<file path="config.mk">
export PLATFORM = sky130hd
export DESIGN_NAME = num_guess
export DESIGN_NICKNAME = d
export VERILOG_FILES = /design/src/rtl/num_guess_pkg.sv /design/src/rtl/num_guess_timer.sv /design/src/rtl/num_guess.sv
export SDC_FILE = /design/constraint.sdc
export NUM_CORES = 1
export LEC_CHECK = 0
export BUFFER_PORTS_ARGS = -buffer_cell sky130_fd_sc_hd__buf_2
export CORE_ASPECT_RATIO = 1.5
export CORE_UTILIZATION = 55
export DETAILED_ROUTE_END_ITERATION = 6
export PLACE_DENSITY = 0.78
export SYNTH_ARGS = -nofsm -noshare
export SYNTH_HDL_FRONTEND = slang
export SYNTH_SLANG_ARGS = --single-unit
</file>
<file path="constraint.sdc">
create_clock -name clk -period 2.5 [get_ports clk]
set_clock_uncertainty 0.15 [all_clocks]
set_input_delay 0.375 -clock clk [delete_from_list [all_inputs] [get_ports clk]]
set_output_delay 0.375 -clock clk [all_outputs]
set_load 0.01 [all_outputs]
</file>
<file path="src/rtl/num_guess_pkg.sv">
// Shared types and constants for the num_guess binary-search initiator.
package num_guess_pkg;

  localparam int TRIES_W = 8;

  typedef enum logic [1:0] {
    IDLE  = 2'd0,
    GUESS = 2'd1,
    DONE  = 2'd2
  } state_e;

  typedef enum logic [1:0] {
    FB_LT = 2'd0,
    FB_GT = 2'd1,
    FB_EQ = 2'd2
  } fb_e;

  // Equal outranks greater; neither flag set means the operand is below the guess.
  function automatic fb_e fb_decode(input logic gt, input logic eq);
    if (eq)      return FB_EQ;
    else if (gt) return FB_GT;
    return FB_LT;
  endfunction

endpackage

</file>
<file path="src/rtl/num_guess_timer.sv">
// Wait counter for missing feedback; expired fires on the waiting cycle that
// would bring the count to TIMEOUT, so the caller leaves on that same edge.
module num_guess_timer #(
  parameter int TIMEOUT = 16
) (
  input  logic clk,
  input  logic rst,
  input  logic clr,
  input  logic en,
  output logic expired
);

  generate
    if (TIMEOUT == 0) begin : g_off
      logic unused_in;
      assign unused_in = clr ^ en ^ clk ^ rst;
      assign expired   = 1'b0;
    end else begin : g_on
      localparam int CW = (TIMEOUT > 1) ? $clog2(TIMEOUT) : 1;
      localparam logic [CW-1:0] LAST = CW'(TIMEOUT - 1);

      logic [CW-1:0] cnt_q, cnt_d;

      always_comb begin
        cnt_d = cnt_q;
        if (clr)                     cnt_d = '0;
        else if (en && cnt_q != LAST) cnt_d = cnt_q + CW'(1);
      end

      always_ff @(posedge clk or posedge rst) begin
        if (rst) cnt_q <= '0;
        else     cnt_q <= cnt_d;
      end

      assign expired = en && !clr && (cnt_q == LAST);
    end
  endgenerate

endmodule

</file>
<file path="src/rtl/num_guess.sv">
// Binary-search initiator: offers guesses to a magnitude comparator and
// narrows [lo,hi] on gt/eq/lt feedback until a match, a contradiction or a timeout.
module num_guess
  import num_guess_pkg::*;
#(
  parameter int W       = 4,
  parameter int TIMEOUT = 16
) (
  input  logic               clk,
  input  logic               rst,
  input  logic               start,
  input  logic               fb_valid,
  input  logic               fb_gt,
  input  logic               fb_eq,
  output logic [W-1:0]       guess,
  output logic               guess_valid,
  output logic               busy,
  output logic               done,
  output logic               found,
  output logic               err,
  output logic [W-1:0]       result,
  output logic [TRIES_W-1:0] tries
);

  state_e             state_q, state_d;
  logic [W-1:0]       lo_q, lo_d, hi_q, hi_d;
  logic [W-1:0]       guess_q, guess_d, result_q, result_d;
  logic               found_q, found_d, err_q, err_d;
  logic [TRIES_W-1:0] tries_q, tries_d;
  logic               in_guess, accept, tmr_expired;
  fb_e                fb;

  // Sum in W+1 bits so lo+hi never wraps.
  function automatic logic [W-1:0] midpoint(input logic [W-1:0] a, input logic [W-1:0] b);
    logic [W:0] s;
    s = {1'b0, a} + {1'b0, b};
    return s[W:1];
  endfunction

  assign in_guess = (state_q == GUESS);
  assign accept   = in_guess && fb_valid;
  assign fb       = fb_decode(fb_gt, fb_eq);

  num_guess_timer #(.TIMEOUT(TIMEOUT)) u_timer (
    .clk     (clk),
    .rst     (rst),
    .clr     (!in_guess || fb_valid),
    .en      (in_guess && !fb_valid),
    .expired (tmr_expired)
  );

  always_comb begin
    state_d  = state_q;
    lo_d     = lo_q;
    hi_d     = hi_q;
    guess_d  = guess_q;
    result_d = result_q;
    found_d  = found_q;
    err_d    = err_q;
    tries_d  = tries_q;
    unique case (state_q)
      IDLE: begin
        if (start) begin
          lo_d     = '0;
          hi_d     = '1;
          guess_d  = midpoint('0, '1);
          result_d = '0;
          found_d  = 1'b0;
          err_d    = 1'b0;
          tries_d  = '0;
          state_d  = GUESS;
        end
      end
      GUESS: begin
        if (accept) begin
          if (tries_q != '1) tries_d = tries_q + TRIES_W'(1);
          unique case (fb)
            FB_EQ: begin
              result_d = guess_q;
              found_d  = 1'b1;
              state_d  = DONE;
            end
            FB_GT: begin
              if (guess_q == hi_q) begin
                err_d   = 1'b1;
                state_d = DONE;
              end else begin
                lo_d    = guess_q + W'(1);
                guess_d = midpoint(lo_d, hi_q);
              end
            end
            default: begin
              if (guess_q == lo_q) begin
                err_d   = 1'b1;
                state_d = DONE;
              end else begin
                hi_d    = guess_q - W'(1);
                guess_d = midpoint(lo_q, hi_d);
              end
            end
          endcase
        end else if (tmr_expired) begin
          err_d   = 1'b1;
          state_d = DONE;
        end
      end
      default: state_d = IDLE;
    endcase
  end

  always_ff @(posedge clk or posedge rst) begin
    if (rst) begin
      state_q  <= IDLE;
      lo_q     <= '0;
      hi_q     <= '1;
      guess_q  <= '0;
      result_q <= '0;
      found_q  <= 1'b0;
      err_q    <= 1'b0;
      tries_q  <= '0;
    end else begin
      state_q  <= state_d;
      lo_q     <= lo_d;
      hi_q     <= hi_d;
      guess_q  <= guess_d;
      result_q <= result_d;
      found_q  <= found_d;
      err_q    <= err_d;
      tries_q  <= tries_d;
    end
  end

  assign guess       = guess_q;
  assign guess_valid = in_guess;
  assign busy        = in_guess;
  assign done        = (state_q == DONE);
  assign found       = found_q;
  assign err         = err_q;
  assign result      = result_q;
  assign tries       = tries_q;

endmodule

</file>
==> metrics.md, run 1 <==
| Metric | Value |
|---|---|
| Final hold violation count | 0 |
| Clk root buf | clkbuf_8 |
| IO Count | 27 |
| Critical setup path kind | flop to flop |
| Synth Instances | 211 |
| P_sw | 1.24 mW |
| Critical path buffer and inverter count | 1 |
| CTS H-Tree Depth | 2 |
| Final worst path period share | 93.9% |
| Pre-CTS setup slack | 147 ps |
| Cts hold-fix bufs | 0 |
| WHS | 12.5 ps |
| Sequential power share | 30.4% |
| CTS Sinks | 32 |
| Worst-path clk slew | 70 ps |
| GRT Resource Usage Total | 26.6% |
| Finished Layout Cells | 285 |
| First-pass GRT wire length | 7820 um |
| Post-CTS setup buffers | 0 |
| Post-synthesis net count | 233 |
| Maximum clock frequency | 426 MHz |
| RR Startpoint | guess[2]$_DFFE_PP0P_ |
| Core footprint | 0.00348 mm^2 |
| DRC viols | 0 |
| Synthesized area | 0.00205 mm^2 |
| Startpoint types | flop |
| CP endpoint kind | flop |
| Yosys reg bits | 32 |
| Most common cell after layout, fill and taps aside | dfrtp_1 |
| Cell family with most CP delay | simple AND/OR/NAND/NOR gates |
| Layout net count | 264 |
| Worst-path cell chain | nor3_1 > xor2_1 > ha_1 > inv_1 > a21oi_1 > or3b_2 > a32oi_1 |
| Pwr Density | 1220 mW/mm^2 |
| Crit path DAT | 2410 ps |
| Final setup violation count | 0 |
| Die width | 51.9 um |
| Post-route core utilization | 67.2% |
| Routed vias | 1744 |
| Fillers | 298 |
| CP max stage cell | dfrtp_1 |
| Largest cells by area after synthesis | dfrtp_1 34%, ha_1 8.5%, dfstp_2 5.1% |
| Post-synth EDFFs | 0 |
| Seq. cell area | 806 um^2 |
| Cell count after placement | 277 |
| Max-slew violations | 0 |
| Sequential area share after synthesis | 39.3% |
| Worst vdd ir | 0.891 mV |
| CP Depth | 7 |
| Worst EP required | 2560 ps |
| Worst hold path class | input port to async pin |
| Synth Flop Type | dfrtp_1 |
| Starting DRT DRC Count | 34 |
| ANT nets after route | 0 |
| Most frequent cells in the layout | 28 x dfrtp_1, 26 x buf_2, 14 x inv_1, 14 x ha_1 |
| Die Height | 76.8 um |
| Slew margin rel. | 66.1% |
| Clk buf depth | 2 |
| Reg2Reg Setup Slack | 150 ps |
| Number of port buffers | 26 |
| Layout cell share with drive strength beyond 1 | 22.2% |
| CTS tree | done |
| Initial antenna violation count | 0 |
| Final HPWL DP | 3580 um |
| Leak Pwr | 1.16 nW |
| Final worst path period need | 2350 ps |
| Clk pwr share | 14.7% |
| Peak fanout along the critical path | 9 |
| Critical Path Max Stage Delay | 520 ps |
| Design Area, Final | 0.00234 mm^2 |
| Outcome | finished clean |
| Grt ovf | 0 |
| Synth area leader | dfrtp_1 |
| R2r endpoint | guess[2]$_DFFE_PP0P_ |
| Row cnt | 26 |
| RSZ-0062 raised after global routing | no |
| Syn Area/Cell | 9.72 um^2 |
| Tightest Pin Transition | 508 ps |
| CTS buffer count | 5 |
| Total negative slack | 0 ps |
| Combinational share of power | 54.9% |
| Vias in the first global route | 1702 |
| Area growth syn-to-layout | 14.0% |
| Setup ws final | 152 ps |
| Gpl congestion | 0.913 |
| Post-synth ARST share | 100% |
| Internal power | 1.61 mW |
| Largest net degree at the start of global routing | 33 |
| Syn. warnings | 0 |
| Die Area | 0.00398 mm^2 |
| Post-synth top area share | 34.1% |
| Switching Fraction | 43.4% |
| Footprint of the multi-input gates | 0.00115 mm^2 |
| R2R depth | 7 |
| Crit path to | guess[2]$_DFFE_PP0P_ |
| Total Wirelength | 4710 um |
| Cell Area, Placed | 0.00224 mm^2 |
| First-pass DRT Iterations | 4 |
| PnR Total Power | 2.85 mW |
| Synth cell types | 45 |
| Initial Util | 59.0% |
| Clk_lat worst skew | 290 ps |
| Maxcap violations | 0 |
| Antenna Cells | 0 |
| DR WL/cell | 16.5 um |
| Worst setup path start | guess[2]$_DFFE_PP0P_ |
| Vias/cell | 6.12 |
==> per-layer routing <==
layer / GRT usage, % / up-vias / part of all wire, %
li1: - / 827 / -
met1: 31.5 / 847 / 40
met2: 43.5 / 51 / 52
met3: 5.16 / 19 / 3.8
met4: 14.3 / 0 / 4.3
met5: 0 / - / 0
==> worst reg2reg max path, delay by kind of cell (launching register included) <==
kind,cells,cell delay (ps)
DFF,1,520
and+or+nand+nor,2,720
buffers and inverters,1,80
xor gates and xnor gates,1,270
AOI/OAI and AO/OA,2,230
adders and majority gates,1,300
==> cells by family (layout without fill, tap and decap cells) <==
| group | Yosys count | after routing | share of synthesized area (%) |
|---|---|---|---|
| AOI/OAI and AO/OA | 51 | 51 | 17.0 |
| buffers and inverters | 24 | 56 | 5.24 |
| muxes | 10 | 10 | 5.06 |
| and+or+nand+nor | 65 | 65 | 17.4 |
| DFF | 32 | 32 | 39.3 |
| adders and majority gates | 16 | 16 | 10.5 |
| xor gates and xnor gates | 13 | 13 | 5.55 |
==> synthesized netlist by cell type (all sizes together), types with 3 or more instances <==
cell type	number
mux2i	7
ha	14
o31ai	9
nor2b	3
a21o	5
a21oi	9
xnor2	9
xor2	4
dfrtp	28
and3	6
inv	14
nand4	6
a31oi	3
nor3	6
dfstp	4
nand3	8
nor2	8
clkbuf	6
nand2b	4
or3	3
buf	4
nand2	11
mux2	3
o21ai	11
a22o	4
==> sequential cells by signal (all words and copies together) (netlist names) <==
register	cells
u_timer.g_on.cnt_q	4
tries	8
guess	4
result	4
hi_q	4
found	1
lo_q	4
err	1
state_q	2
==> final cells by class <==
class                           instances  share of cell area (%)
Multi-Input combinational cell        155                    49.0
Inverter                               14                    2.25
Timing Repair Buffer                   34                    8.13
Tap cell                               42                    2.25
Clock inverter                          2                   0.428
Clock buffer                            6                    3.53
Sequential cell                        32                    34.4
==> worst min-delay path by stage <==
stage | startpoint | to | slack [ps]
3_3_place_gp | found$_DFFE_PP0P_ | found$_DFFE_PP0P_ | 300
4_1_cts | rst | tries[0]$_DFFE_PP0P_ | 20
6_report | rst | tries[2]$_DFFE_PP0P_ | 10
3_5_place_dp | found$_DFFE_PP0P_ | found$_DFFE_PP0P_ | 310
2_1_floorplan | hi_q[3]$_DFFE_PP1P_ | hi_q[3]$_DFFE_PP1P_ | 320
5_1_grt | rst | tries[0]$_DFFE_PP0P_ | 80
==> power by group through the flow <==
stage                     clock [mW]  sequential, mW  combinational (mW)
after floorplan                    0           0.847                1.13
after global placement             0           0.865                1.53
after detailed placement           0           0.872                1.56
after CTS                      0.424           0.863                1.57
after global routing           0.450           0.886                1.74
final                          0.418           0.868                1.57
==> timing repair <==
item	in CTS	in global routing
hold endpoints to repair	0	0
endpoints found under the setup margin	0	1
resized for setup	0	1
Power figures use the tool's default switching activity.
==> run 2, diff against run 1 <==
--- a/config.mk
+++ b/config.mk
@@ -12,4 +12,5 @@
 export PLACE_DENSITY = 0.78
 export SYNTH_ARGS = -nofsm -noshare
 export SYNTH_HDL_FRONTEND = slang
+export SYNTH_HIERARCHICAL = 1
 export SYNTH_SLANG_ARGS = --single-unit
==> run 2 against run 1 <==
Compared with the run above: cell count increased by 2.1%; routed wire length decreased by 7.5%; total power is 3.2% higher; largest cell class unchanged.
==> metrics.md, run 2 <==
| Metric | Value |
|---|---|
| Final worst path period need | 2390 ps (+38.7 ps) |
| Row cnt | 26 (unchanged) |
| Synth Instances | 215 (+1.9%) |
| Total negative slack | 0 ps (unchanged) |
| Reg2Reg Setup Slack | 110 ps (-40 ps) |
| First-pass DRT Iterations | 4 (unchanged) |
| IO Count | 27 (unchanged) |
| Critical Path Max Stage Delay | 470 ps (-50 ps) |
| Clk_lat worst skew | 290 ps (about the same) |
| CTS tree | done |
| Worst vdd ir | 0.789 mV (-11%) |
| Crit path DAT | 2400 ps (about the same) |
| Maxcap violations | 0 (unchanged) |
| Syn Area/Cell | 9.57 um^2 (-1.6%) |
| CP max stage cell | dfrtp_1 |
| Sequential area share after synthesis | 39.2% (-0.096 points) |
| Pwr Density | 1260 mW/mm^2 (+3.0%) |
| Die Height | 76.9 um (+0.12%) |
| Largest net degree at the start of global routing | 29 (-12%) |
| Final hold violation count | 0 (unchanged) |
| DRC viols | 0 (unchanged) |
| Vias in the first global route | 1597 (-6.2%) |
| Worst EP required | 2520 ps (-40 ps) |
| RR Startpoint | guess[0]$_DFFE_PP0P_ |
| Layout cell share with drive strength beyond 1 | 20.9% (-1.3 points) |
| RSZ-0062 raised after global routing | no |
| Routed vias | 1613 (-7.5%) |
| Area growth syn-to-layout | 13.9% |
| Worst-path cell chain | inv_1 > ha_1 > inv_1 > fa_1 > xor2_1 > nor2_1 > a211oi_1 > mux2i_1 |
| Clk buf depth | 2 (unchanged) |
| Die Area | 0.00399 mm^2 (+0.23%) |
| Worst hold path class | input port to flop |
| Startpoint types | flop |
| Grt ovf | 0 (unchanged) |
| Vias/cell | 5.54 (-9.4%) |
| Post-synth top area share | 34.1% (-0.083 points) |
| Antenna Cells | 0 (unchanged) |
| Cell family with most CP delay | adder cells |
| Synth cell types | 43 (-4.4%) |
| Slew margin rel. | 68.7% (+2.6 points) |
| CTS buffer count | 5 (unchanged) |
| Total Wirelength | 4360 um (-7.5%) |
| Largest register FFs | 8 (unchanged) |
| Post-synth EDFFs | 0 (unchanged) |
| Maximum clock frequency | 419 MHz (-1.6%) |
| CTS Sinks | 32 (unchanged) |
| Outcome | finished clean |
| Peak fanout along the critical path | 7 (-2) |
| Gpl congestion | 0.937 (+2.6%) |
| First-pass GRT wire length | 7360 um (-5.8%) |
| Yosys reg bits | 32 (unchanged) |
| Clk root buf | clkbuf_8 |
| CP most frequent cell | inv_1 |
| R2R depth | 8 (+1) |
| Initial Util | 59.1% (+0.14 points) |
| Leak Pwr | 1.14 nW (-1.8%) |
| Post-CTS setup buffers | 0 (unchanged) |
| Number of port buffers | 26 (unchanged) |
| Most frequent cells in the layout | 28 x dfrtp_1, 26 x buf_2, 21 x nand2_1 |
| Core footprint | 0.00348 mm^2 (unchanged) |
| Synth Flop Type | dfrtp_1 |
| Starting DRT DRC Count | 35 (+2.9%) |
| R2r endpoint | guess[1]$_DFFE_PP0P_ |
| Initial antenna violation count | 0 (unchanged) |
| Most frequent cells after synthesis | 28 x dfrtp_1, 21 x nand2_1, 18 x inv_1 |
| Worst-path clk slew | 70 ps (about the same) |
| Synth area leader | dfrtp_1 |
| WHS Path Cells | 2 |
| Final HPWL DP | 3380 um (-5.6%) |
| Most common cell after layout, fill and taps aside | dfrtp_1 |
| Critical path buffer and inverter count | 2 (+1) |
| Hold Path End | state_q[1]$_DFFE_PP0P_ |
| Max-slew violations | 0 (unchanged) |
| Post-synthesis net count | 237 (+1.7%) |
| CTS H-Tree Depth | 2 (unchanged) |
| Critical setup path kind | flop to flop |
| DR WL/cell | 15.0 um (-9.4%) |
| Die width | 51.9 um (+0.12%) |
| Final worst path period share | 95.5% (+1.5 points) |
| PnR Total Power | 2.94 mW (+3.2%) |
| GRT Resource Usage Total | 25.2% (-1.4 points) |
| Post-synth ARST share | 100% (unchanged) |
| Top-count cell post-synth | dfrtp_1 |
| Largest cells by area after synthesis | dfrtp_1 34%, ha_1 8.5%, dfstp_2 5.1% |
| CP endpoint kind | flop |
| Min-delay src | fb_valid |
| Tightest Pin Transition | 470 ps (-37.9 ps) |
| Synthesized area | 0.00206 mm^2 (+0.24%) |
| Final setup violation count | 0 (unchanged) |
| ANT nets after route | 0 (unchanged) |
| Layout net count | 270 (+2.3%) |
| Syn. warnings | 6 (+6) |
## run 2: repair_timing
item                       in CTS  in global routing
resized for setup               0                  1
hold buffers                    1                  0
hold endpoints to repair        4                  0
setup endpoints to repair       0                  2
## run 2: stage by stage
stage	setup slack [ps]	utilization [%]	std cells	hold slack [ps]	cell area, um^2
2_1_floorplan	267	-	215	-8.92	2060
3_3_place_gp	157	64.2	282	124	2230
3_5_place_dp	110	64.2	282	131	2230
5_1_grt	14.1	67.3	291	199	2340
6_report	114	67.3	291	192	2340
4_1_cts	85.9	67.1	291	186	2330
## run 2: layout make-up
| class | instances | area [um^2] |
|---|---|---|
| clock buffer | 8 | 90.1 |
| fill | 290 | 1140 |
| inverter | 20 | 75.1 |
| multi-input combinational | 158 | 1150 |
| sequential | 32 | 806 |
| tap | 42 | 52.6 |
| timing repair buffer | 31 | 170 |
## run 2: where the power goes
part / internal [mW] / switching, mW / total [mW] / leakage, nW
clock network: 0.224 / 0.189 / 0.413 / 0.0455
registers: 0.706 / 0.194 / 0.900 / 0.406
logic: 0.716 / 0.913 / 1.63 / 0.688
total: 1.65 / 1.30 / 2.94 / 1.14
## run 2: logic make-up (layout without fill, tap and decap cells)
group | count (synthesis) | count (layout) | synth area share [%]
AND/OR/NAND/NOR | 76 | 76 | 18.8
AO/OA/AOI/OAI | 35 | 35 | 12.1
flip-flops | 32 | 32 | 39.2
buffers and inverters | 25 | 59 | 5.35
XOR/XNOR | 19 | 19 | 8.09
adder cells (fa/ha/maj) | 16 | 16 | 10.5
multiplexers | 12 | 12 | 6.02
## run 2: per-layer routing
metal / GRT usage, % / up-vias / wire [um]
li1: - / 802 / -
met1: 28.8 / 762 / 1840
met2: 42.1 / 39 / 2220
met3: 6.75 / 10 / 181
met4: 11.4 / 0 / 114
met5: 0 / - / 0
## run 2: how the worst max path moves through the flow
| stage | start | endpoint | slack, ps | depth (start not counted) |
|---|---|---|---|---|
| floorplan | state_q[1]$_DFFE_PP0P_ | err$_DFFE_PP0P_ | 270 | 13 |
| global placement | guess[0]$_DFFE_PP0P_ | guess[3]$_DFFE_PP0P_ | 160 | 8 |
| detailed placement | guess[0]$_DFFE_PP0P_ | guess[2]$_DFFE_PP0P_ | 110 | 9 |
| CTS | guess[0]$_DFFE_PP0P_ | guess[3]$_DFFE_PP0P_ | 90 | 8 |
| global route | guess[0]$_DFFE_PP0P_ | guess[3]$_DFFE_PP0P_ | 10 | 9 |
| finish | guess[0]$_DFFE_PP0P_ | guess[1]$_DFFE_PP0P_ | 110 | 8 |
==> run 3, diff against run 2 <==
==> constraint.sdc (replaced) <==
create_clock -name clk -period 2.8 [get_ports clk]
set_clock_uncertainty 0.15 [all_clocks]
set_input_delay 0.42 -clock clk [delete_from_list [all_inputs] [get_ports clk]]
set_output_delay 0.42 -clock clk [all_outputs]
set_load 0.01 [all_outputs]
==> run 3 against run 2 <==
Compared with the run above: worst setup slack gained 150 ps; global-route usage shrank 0.25 points; combinational power shrank 13%; first-iteration DRC count shrank 40%; sequential power shrank 8.4%; largest power group unchanged; highest routed layer unchanged.
==> metrics.md, run 3 (same netlist as run 2, synthesis figures left out) <==
| Metric | Value |
|---|---|
| Largest net degree at the start of global routing | 29 (unchanged) |
| CTS H-Tree Depth | 2 (unchanged) |
| Pwr Density | 1120 mW/mm^2 (-11%) |
| Final worst path period need | 2540 ps (+154 ps) |
| Final hold violation count | 0 (unchanged) |
| Final setup violation count | 0 (unchanged) |
| CTS tree | done |
| Most common cell after layout, fill and taps aside | dfrtp_1 |
| Footprint of the multi-input gates | 0.00114 mm^2 (-0.65%) |
| Critical setup path kind | flop to flop |
| ANT nets after route | 0 (unchanged) |
| Grt ovf | 0 (unchanged) |
| RSZ-0062 raised after global routing | no |
| Largest register FFs | 8 (unchanged) |
| First-pass GRT wire length | 7400 um (+0.56%) |
| Antenna Cells | 0 (unchanged) |
| Clk_lat worst skew | 290 ps (about the same) |
| Cell count after placement | 280 (-0.71%) |
| Row cnt | 26 (unchanged) |
| Total Wirelength | 4380 um (+0.34%) |
| Post-CTS setup buffers | 0 (unchanged) |
| Worst EP required | 2800 ps (+280 ps) |
| Layout net count | 268 (-0.74%) |
| DRC viols | 0 (unchanged) |
| Worst hold path class | input port to flop |
| Worst-path clk slew | 70 ps (about the same) |
| Maximum clock frequency | 394 MHz (-6.1%) |
| CTS buffer count | 5 (unchanged) |
| Die Height | 76.9 um (unchanged) |
| CTS Sinks | 32 (unchanged) |
| IO Count | 27 (unchanged) |
| Final HPWL DP | 3270 um (-3.2%) |
| Routed vias | 1640 (+1.7%) |
| Outcome | finished clean |
| CP endpoint kind | flop |
| Fillers | 292 (+0.69%) |
| Number of port buffers | 26 (unchanged) |
| Finished Layout Cells | 288 (-1.0%) |
| Die width | 51.9 um (unchanged) |
| Clk buf depth | 2 (unchanged) |
| Post-route core utilization | 66.3% (-1.0 points) |
| First-pass DRT Iterations | 4 (unchanged) |
| GRT Resource Usage Total | 24.9% (-0.25 points) |
| Initial Util | 59.1% (unchanged) |
| Clk root buf | clkbuf_8 |
| Maxcap violations | 0 (unchanged) |
| DR WL/cell | 15.2 um (+1.4%) |
| Core footprint | 0.00348 mm^2 (unchanged) |
| Starting DRT DRC Count | 21 (-40%) |
| Vias in the first global route | 1671 (+4.6%) |
| Most frequent cells in the layout | 28 x dfrtp_1, 26 x buf_2, 21 x nand2_1 |
| Peak fanout along the critical path | 7 (unchanged) |
| Max-slew violations | 0 (unchanged) |
| Worst vdd ir | 0.634 mV (-20%) |
| Leak Pwr | 1.12 nW (-1.4%) |
| Crit path DAT | 2540 ps (+140 ps) |
| Seq. cell area | 806 um^2 (unchanged) |
| Vias/cell | 5.69 (+2.7%) |
| Slew margin rel. | 45.4% (-23 points) |
| Final worst path period share | 90.7% (-4.7 points) |
| Layout cell share with drive strength beyond 1 | 19.9% (-0.96 points) |
| Initial antenna violation count | 0 (unchanged) |
| Gpl congestion | 0.862 (-8.0%) |
| Area growth syn-to-layout | 12.2% |
| Total negative slack | 0 ps (unchanged) |
| Tightest Pin Transition | 817 ps (+348 ps) |
| Startpoint types | flop |
| Die Area | 0.00399 mm^2 (unchanged) |
[run 3: cell count changes in the layout (fill, tap and decap cells not counted), sizes merged]
cell | before | now
buf | 30 | 28
clkinv | 0 | 1
clkbuf | 8 | 6
[run 3: critical path: stages (launching register included)]
cell and delay [ps]:
dfrtp_1 500, inv_1 170, ha_1 240, xor2_1 280
ha_1 320, nor2b_1 140, o21a_1 160, o311ai_0 330
mux2i_1 130
[run 3: power breakdown]
part,internal [mW],total (mW),switching (mW)
clock,0.169,0.334,0.165
combinational,0.625,1.42,0.793
sequential,0.630,0.824,0.194
[run 3: path summary, 6_finish.rpt]
| kind | cells past startpoint | slack [ps] | from | endpoint |
|---|---|---|---|---|
| min in group asynchronous | 3 | 410 | rst | u_timer/g_on.cnt_q[0]$_DFFE_PP0P_ |
| worst max register to register | 8 | 260 | guess[0]$_DFFE_PP0P_ | guess[3]$_DFFE_PP0P_ |
| worst min register to register | 2 | 320 | found$_DFFE_PP0P_ | found$_DFFE_PP0P_ |
| max in group asynchronous | 4 | 1580 | rst | hi_q[1]$_DFFE_PP1P_ |
| worst min-delay path | 2 | 260 | fb_valid | state_q[1]$_DFFE_PP0P_ |
| worst max-delay path | 8 | 260 | guess[0]$_DFFE_PP0P_ | guess[3]$_DFFE_PP0P_ |
[run 3: repair_timing]
item,CTS,global route
hold buffers,1,0
hold endpoints to repair,4,0
gates resized for setup,0,0
[run 3: stage by stage]
stage / hold WS [ps] / worst slack (ps) / cell area, um^2 / power (mW)
6_report: 264 / 260 / 2310 / 2.58
5_1_grt: 271 / 115 / 2310 / 2.79
4_1_cts: 265 / 273 / 2310 / 2.57
3_5_place_dp: 171 / 288 / 2220 / 2.23
3_3_place_gp: 168 / 349 / 2220 / 2.19
2_1_floorplan: 36.1 / 567 / 2060 / 1.87
[run 3: layout make-up]
cell class,instances,share of cell area (%)
clock buffer,6,3.15
clock inverter,1,0.217
inverter,20,3.25
multi-input combinational,158,49.5
sequential,32,34.9
tap,42,2.28
timing repair buffer,29,6.72
[run 3: per-layer routing]
layer,global-route usage [%],share of wire [%]
met5,0,0
met4,11.1,2.7
met3,5.75,3.2
met2,41.7,51
met1,29.2,43
